## src/rtl/mw_adder_sequencer.sv

```systemverilog
// Wide-integer add/subtract unit that time-shares one N-bit carry-lookahead slice, LSB slice first.
// Optional feature: define MW_ADDER_SATURATE_EN to saturate the result on signed overflow.
module mw_adder_sequencer #(
  parameter int N     = 16,
  parameter int WORDS = 4
) (
  input  logic             clk,
  input  logic             rst,
  input  logic             req_valid,
  output logic             req_ready,
  input  logic [N*WORDS-1:0] a,
  input  logic [N*WORDS-1:0] b,
  input  logic             sub,
  output logic             resp_valid,
  input  logic             resp_ready,
  output logic [N*WORDS-1:0] sum,
  output logic             carry,
  output logic             overflow,
  output logic             busy
);

  localparam int W    = N * WORDS;
  localparam int IDXW = (WORDS > 1) ? $clog2(WORDS) : 1;
  localparam logic [IDXW-1:0] LAST_IDX = IDXW'(WORDS - 1);

  typedef enum logic [1:0] {IDLE, RUN, DONE} state_t;

  state_t          state_q, state_d;
  logic [W-1:0]    a_q, a_d;
  logic [W-1:0]    b_q, b_d;
  logic [W-1:0]    sum_q, sum_d;
  logic            cin_q, cin_d;
  logic [IDXW-1:0] idx_q, idx_d;
  logic            carry_q, carry_d;
  logic            overflow_q, overflow_d;

  logic [N-1:0]    slice_a, slice_b, slice_sum;
  logic [N-1:0]    g, p;
  logic [N:0]      c_vec;
  logic [1:0]      c_out;
  logic            acc, prod;

  assign slice_a = a_q[idx_q*N +: N];
  assign slice_b = b_q[idx_q*N +: N];

  // Carry-lookahead slice: every carry is a flat sum of generate/propagate products.
  // c_out[1] is the carry out of the slice MSB, c_out[0] the carry into it.
  always_comb begin
    g        = slice_a & slice_b;
    p        = slice_a ^ slice_b;
    c_vec    = '0;
    c_vec[0] = cin_q;
    acc      = 1'b0;
    prod     = 1'b0;
    for (int i = 0; i < N; i++) begin
      acc  = g[i];
      prod = p[i];
      for (int j = i - 1; j >= 0; j--) begin
        acc  = acc | (prod & g[j]);
        prod = prod & p[j];
      end
      acc        = acc | (prod & cin_q);
      c_vec[i+1] = acc;
    end
    slice_sum = p ^ c_vec[N-1:0];
    c_out     = {c_vec[N], c_vec[N-1]};
  end

  always_comb begin
    state_d    = state_q;
    a_d        = a_q;
    b_d        = b_q;
    sum_d      = sum_q;
    cin_d      = cin_q;
    idx_d      = idx_q;
    carry_d    = carry_q;
    overflow_d = overflow_q;
    case (state_q)
      IDLE: begin
        if (req_valid) begin
          a_d     = a;
          b_d     = sub ? ~b : b;
          cin_d   = sub;
          idx_d   = '0;
          state_d = RUN;
        end
      end
      RUN: begin
        sum_d[idx_q*N +: N] = slice_sum;
        cin_d               = c_out[1];
        if (idx_q == LAST_IDX) begin
          carry_d    = c_out[1];
          overflow_d = c_out[1] ^ c_out[0];
`ifdef MW_ADDER_SATURATE_EN
          if (c_out[1] ^ c_out[0]) begin
            sum_d = a_q[W-1] ? {1'b1, {(W-1){1'b0}}} : {1'b0, {(W-1){1'b1}}};
          end
`endif
          state_d = DONE;
        end else begin
          idx_d = idx_q + 1'b1;
        end
      end
      DONE: begin
        if (resp_ready) begin
          state_d = IDLE;
        end
      end
      default: state_d = IDLE;
    endcase
  end

  always_ff @(posedge clk or posedge rst) begin
    if (rst) begin
      state_q    <= IDLE;
      a_q        <= '0;
      b_q        <= '0;
      sum_q      <= '0;
      cin_q      <= 1'b0;
      idx_q      <= '0;
      carry_q    <= 1'b0;
      overflow_q <= 1'b0;
    end else begin
      state_q    <= state_d;
      a_q        <= a_d;
      b_q        <= b_d;
      sum_q      <= sum_d;
      cin_q      <= cin_d;
      idx_q      <= idx_d;
      carry_q    <= carry_d;
      overflow_q <= overflow_d;
    end
  end

  assign req_ready  = (state_q == IDLE);
  assign resp_valid = (state_q == DONE);
  assign busy       = (state_q != IDLE);
  assign sum        = sum_q;
  assign carry      = carry_q;
  assign overflow   = overflow_q;

endmodule

```

## config.mk

```make
export PLATFORM = sky130hd
export DESIGN_NAME = mw_adder_sequencer
export DESIGN_NICKNAME = d
export VERILOG_FILES = /design/src/rtl/mw_adder_sequencer.sv
export SDC_FILE = /design/constraint.sdc
export NUM_CORES = 1
export LEC_CHECK = 0
export CAP_MARGIN = 25
export CORE_UTILIZATION = 45
export CTS_CLUSTER_SIZE = 10
export DETAILED_ROUTE_END_ITERATION = 12
export DONT_BUFFER_PORTS = 1
export HOLD_SLACK_MARGIN = 0.03
export PLACE_DENSITY = 0.64
export SLEW_MARGIN = 10
export SYNTH_ARGS = -nofsm -noshare
export SYNTH_HDL_FRONTEND = slang
export SYNTH_SLANG_ARGS = --single-unit
```

## constraint.sdc

```tcl
create_clock -name clk -period 7.85 [get_ports clk]
set_clock_uncertainty 0.05 [all_clocks]
set_input_delay 1.57 -clock clk [delete_from_list [all_inputs] [get_ports clk]]
set_output_delay 1.57 -clock clk [all_outputs]
set_load 0.01 [all_outputs]
```

==> results of run 1 <==
==> cell families (layout without fill, tap and decap cells) <==
| kind of cell | count (synthesis) | count (layout) | share of synthesized area [%] |
|---|---|---|---|
| mux | 96 | 96 | 15.1 |
| buf+inv | 60 | 51 | 2.54 |
| xor+xnor | 71 | 71 | 6.50 |
| fa+ha+maj | 24 | 24 | 3.22 |
| compound gates | 195 | 195 | 13.6 |
| other cells | 0 | 1 | 0 |
| simple gates | 149 | 149 | 6.97 |
| flops | 199 | 199 | 52.1 |
==> metrics by stage <==
step / setup WS, ns / utilization (%) / hold slack, ns / power, mW / cells
floorplan: 0.804 / - / 0.425 / 4.13 / 794
global placement: 3.95 / 47.4 / 0.435 / 4.90 / 1022
detailed placement: 3.89 / 47.4 / 0.445 / 5.02 / 1022
CTS: 3.86 / 50.6 / 0.461 / 6.00 / 1054
global route: 3.60 / 50.7 / 0.471 / 6.42 / 1055
finish: 3.89 / 50.7 / 0.456 / 6.01 / 1056
==> cell type report <==
type | instances | area [µm²]
fillers | 1825 | 10100
clock inverters | 10 | 161
inverters | 14 | 60.1
multi-input cells | 535 | 4340
repair buffers | 5 | 50.0
flip-flops and latches | 199 | 4980
well taps | 270 | 338
diodes | 1 | 2.50
clock buffers | 22 | 494
==> how the worst min path moves through the flow <==
| stage | end | cells past startpoint |
|---|---|---|
| after floorplan | a_q[32] | 1 |
| after global placement | a_q[0] | 1 |
| after detailed placement | a_q[37] | 1 |
| after CTS | a_q[59] | 1 |
| after global routing | a_q[59] | 1 |
| final | a_q[59] | 1 |
==> power by group <==
group / internal, mW / switching (mW)
combinational: 1.28 / 1.92
clock: 0.579 / 0.388
sequential: 1.48 / 0.357
total: 3.34 / 2.67
==> critical path, stage by stage (launching register included) <==
cell	delay, ns
dfrtp_2	0.34
buf_4	0.58
mux4_2	0.63
ha_1	0.38
a41oi_2	0.25
o211ai_2	0.20
a21oi_4	0.28
a2111oi_0	0.16
a211oi_1	0.68
o21ai_0	0.21
==> layout by cell type, fill, tap and decap left out, drive strengths merged, types with 5 or more instances in the layout <==
| cell | Yosys | final |
|---|---|---|
| dfrtp | 199 | 199 |
| a21oi | 75 | 75 |
| nor2 | 71 | 71 |
| xnor2 | 68 | 68 |
| mux2 | 64 | 64 |
| o21ai | 42 | 42 |
| nand2 | 40 | 40 |
| mux4 | 32 | 32 |
| ha | 23 | 23 |
| clkbuf | 22 | 22 |
| a22o | 20 | 20 |
| inv | 14 | 17 |
| a32o | 12 | 12 |
| a21o | 11 | 11 |
| a211oi | 8 | 8 |
| and3 | 7 | 7 |
| nand2b | 6 | 6 |
| or3 | 6 | 6 |
| buf | 24 | 5 |
==> flip-flops by register name, summed over array words and instances (netlist names) <==
name and flops:
overflow 1, carry 1, a_q 64, state_q 2, b_q 64, idx_q 2
cin_q 1, sum 64
==> routing by layer <==
metal  vias up  part of all wire [%]  global-route usage [%]
met1      3073                    41                    27.6
met5         -                 0.035                       0
met3        31                   9.1                    7.78
met2       232                    48                    34.8
li1       2817                     -                       -
met4         2                   1.7                    6.49
==> impl_metrics.ini, run 1 <==
[yosys]
synthCells = 794
ys_types = 53
synth_top_area_share_pct = 52.1
synth_area_leaders = dfrtp_1 52%, mux2_2 7.5%, mux4_2 7.5%
syn-num-nets = 951
synth.most_common_cell = dfrtp_1
yosysWarnings = 0
synth_flop_cell = dfrtp_1
synth_edf_count = 0
synth.cell_area_mm2 = 0.00956
syn_area_per_cell_um2 = 12.0
yosysTopAreaCell = dfrtp_1
synthArstFlopShare_pct = 100
ys_seq_area_share_pct = 52.1
ys_top_cells_by_count = 199 x dfrtp_1, 73 x a21oi_1, 71 x nor2_1
ys_ff_latch = 199

[placed_design]
placed_cell_area_mm2 = 0.00975
portBuffers = 0
hpwlAfterDp_um = 16600
place_congestion = 0.822

[cells_and_area]
finalInstanceArea_mm2 = 0.0104
layout.nets = 929
synthToLayoutAreaGrowth_pct = 9.08
drive_gt1_share_pct = 19.2

[global_routing]
grt_use_total_pct = 21.7
grt_overflow_total = 0
grt_pass1_vias = 6213
grt_max_degree = 124
grt_pass1_wl_um = 35500
antenna_found_initial = 4

[clock_network]
cts_max_path_buffers = 2
cts_resized = 0
post_cts_buffers = 0
cts_max_level = 4
insertion_delay_ns = 0.43
path_clk_slew_ns = 0.07
root_buffer = clkbuf_16
cts_hold_buf = 0
cts_tree = done
cts_buffers = 17
clock_sinks = 199

[floorplan]
die_w_um = 148
io_pins = 202
rows = 52
die_area_mm2 = 0.0218
start_util_pct = 46.5
fp.dieH_um = 148
core_mm2 = 0.0206

[route]
wl_um = 22800
via_per_inst = 5.83
final_antenna_net_count = 0
drt_iter0_markers = 249
drtPass1Iterations = 5
wire_per_inst_um = 21.6
drc = 0
routed-via-count = 6155

[setup_path]
r2r_cells = 9
setup.worst_path.start = idx_q[0]
crit_type = reg2reg
ff2ff_setup_slack_ns = 3.89
r2r_start = idx_q[0]
worst_ep_arrival_time_ns = 4.19
worstReg2RegEnd = sum[11]
crit_path_end_kind = flop
worstSetupEndpoint = sum[11]
crit_fanout = 40
start_kind = flop
required_ns = 8.08

[flow_run]
cap_violations = 0

[timing]
relSlewSlack_pct = 36.6
fin_crit_sh_pct = 50.4
fmax_ghz = 0.253
setup_violations = 0
rsz0062_at_grt = false
tightest_slew_ns = 0.951
hold_viol_final = 0
setup_tns_ns = 0
period_minus_slack_ns = 3.96
slew_viol_final = 0

[power_and_ir_drop]
power.ir.vdd_worst_uv = 336
cellLeakagePower_nw = 4.30
power_density_mw_per_mm2 = 576

[status]
status = completed

[min_path]
min-delay-start = a_q[59]
hold_path.class = reg2reg
Note: power is estimated with default switching activity, not from simulation.
==> inputs of run 2 (changes only) <==
Settings changed: PLACE_DENSITY 0.64 to 0.66.
Clock period 7.85 ns to 3.6 ns, I/O delays scaled along.
==> run 2 against run 1 <==
Against the previous run:
- via count shrank 0.50%
- register-to-register slack lost 3.7 ns
- sequential power grew 120%
- hold slack lost 0.25 ns
==> impl_metrics.ini, run 2 (synthesized netlist as in run 1, its figures left out) <==
[power_and_ir_drop]
power_density_mw_per_mm2 = 1250
cellLeakagePower_nw = 4.35
power.ir.vdd_worst_uv = 709

[timing]
fin_crit_sh_pct = 93.4
hold_slack_ns = 0.204
setup_tns_ns = 0
setup_violations = 0
hold_viol_final = 0
period_minus_slack_ns = 3.36
fmax_ghz = 0.297
rsz0062_at_grt = false
relSlewSlack_pct = 49.1
slew_viol_final = 0
tightest_slew_ns = 0.760

[placed_design]
portBuffers = 0
hpwlAfterDp_um = 17000
place_congestion = 0.871
place_inst = 1038
placed_cell_area_mm2 = 0.00995

[setup_path]
crit_path_end_kind = flop
path_cells = buf_12 > mux4_2 > ha_1 > a41oi_2 > o211ai_2 > a21oi_4 > a211oi_1 > o21ai_0 > a32o_1
path_buf_inv = 1
required_ns = 3.92
crit_type = reg2reg
start_kind = flop
slowest_delay_ns = 0.54
cp_top_family = compound AO/OA/AOI/OAI gates
crit_fanout = 19
worst_ep_arrival_time_ns = 3.68
critPathSlowestCell = mux4_2

[clock_network]
path_clk_slew_ns = 0.07
cts_resized = 0
cts_max_path_buffers = 2
cts_hold_buf = 0
root_buffer = clkbuf_16
clock_sinks = 199
post_cts_buffers = 0
cts_tree = done
cts_buffers = 17
cts_max_level = 4
insertion_delay_ns = 0.44

[flow_run]
cap_violations = 0

[floorplan]
rows = 52
io_pins = 202
start_util_pct = 46.5
fp.dieH_um = 148
core_mm2 = 0.0206
die_area_mm2 = 0.0218
die_w_um = 148

[min_path]
hold_path.class = in2async

[global_routing]
antenna_found_initial = 5
grt_use_total_pct = 22.3
grt_pass1_wl_um = 36600
grt_overflow_total = 0
grt_max_degree = 82
grt_pass1_vias = 6358

[route]
final_antenna_net_count = 0
drt_iter0_markers = 421
wl_um = 23200
drc = 0
routed-via-count = 6124
drtPass1Iterations = 7
via_per_inst = 5.71
wire_per_inst_um = 21.6

[cells_and_area]
layout.nets = 944
finalInstanceArea_mm2 = 0.0105
final_common_cell = dfrtp_1
drive_gt1_share_pct = 20.5
synthToLayoutAreaGrowth_pct = 10.1
layout_common_cells = 197 x dfrtp_1, 73 x a21oi_1, 71 x nor2_1
fin_util_pct = 51.2
final_cells = 1073

[status]
status = completed
run 2: where the power goes:
group,total [mW],leakage (nW),internal (mW),switching [mW]
Sequential,3.99,2.42,3.24,0.755
Clock,1.92,0.283,1.03,0.882
Combinational,7.27,1.65,3.06,4.21
run 2: cell type report:
| class | instances | area (µm²) |
|---|---|---|
| fillers | 1805 | 10000 |
| diodes | 3 | 7.51 |
| flip-flops and latches | 199 | 4980 |
| well taps | 270 | 338 |
| repair buffers | 20 | 225 |
| clock buffers | 19 | 433 |
| clock inverters | 13 | 144 |
| multi-input cells | 535 | 4340 |
| inverters | 14 | 56.3 |
run 2: routing by layer:
layer	vias to the layer above	share of wire, %	track usage [%]
li1	2847	-	-
met1	3036	42	29.4
met2	209	47	34.8
met3	26	9.4	7.96
met4	6	1.3	6.44
met5	-	0.18	0
run 2: worst paths after layout:
check,slack [ns],cells after the start,endpoint,start
setup / recovery,0.24,9,sum[58],idx_q[0]
hold / removal,0.20,1,sum[9],rst
setup reg to reg,0.24,9,sum[58],idx_q[0]
hold reg to reg,0.46,1,a_q[1],a_q[1]
max in group asynchronous,2.44,2,b_q[60],rst
min in group clk,0.35,1,state_q[1],resp_ready
run 2: stage by stage:
| stage | power (mW) | worst slack [ns] |
|---|---|---|
| floorplan | 9.01 | 0.158 |
| global placement | 11.1 | 0.337 |
| detailed placement | 11.2 | 0.257 |
| CTS | 13.2 | 0.237 |
| global route | 14.1 | 0.0540 |
| finish | 13.2 | 0.237 |
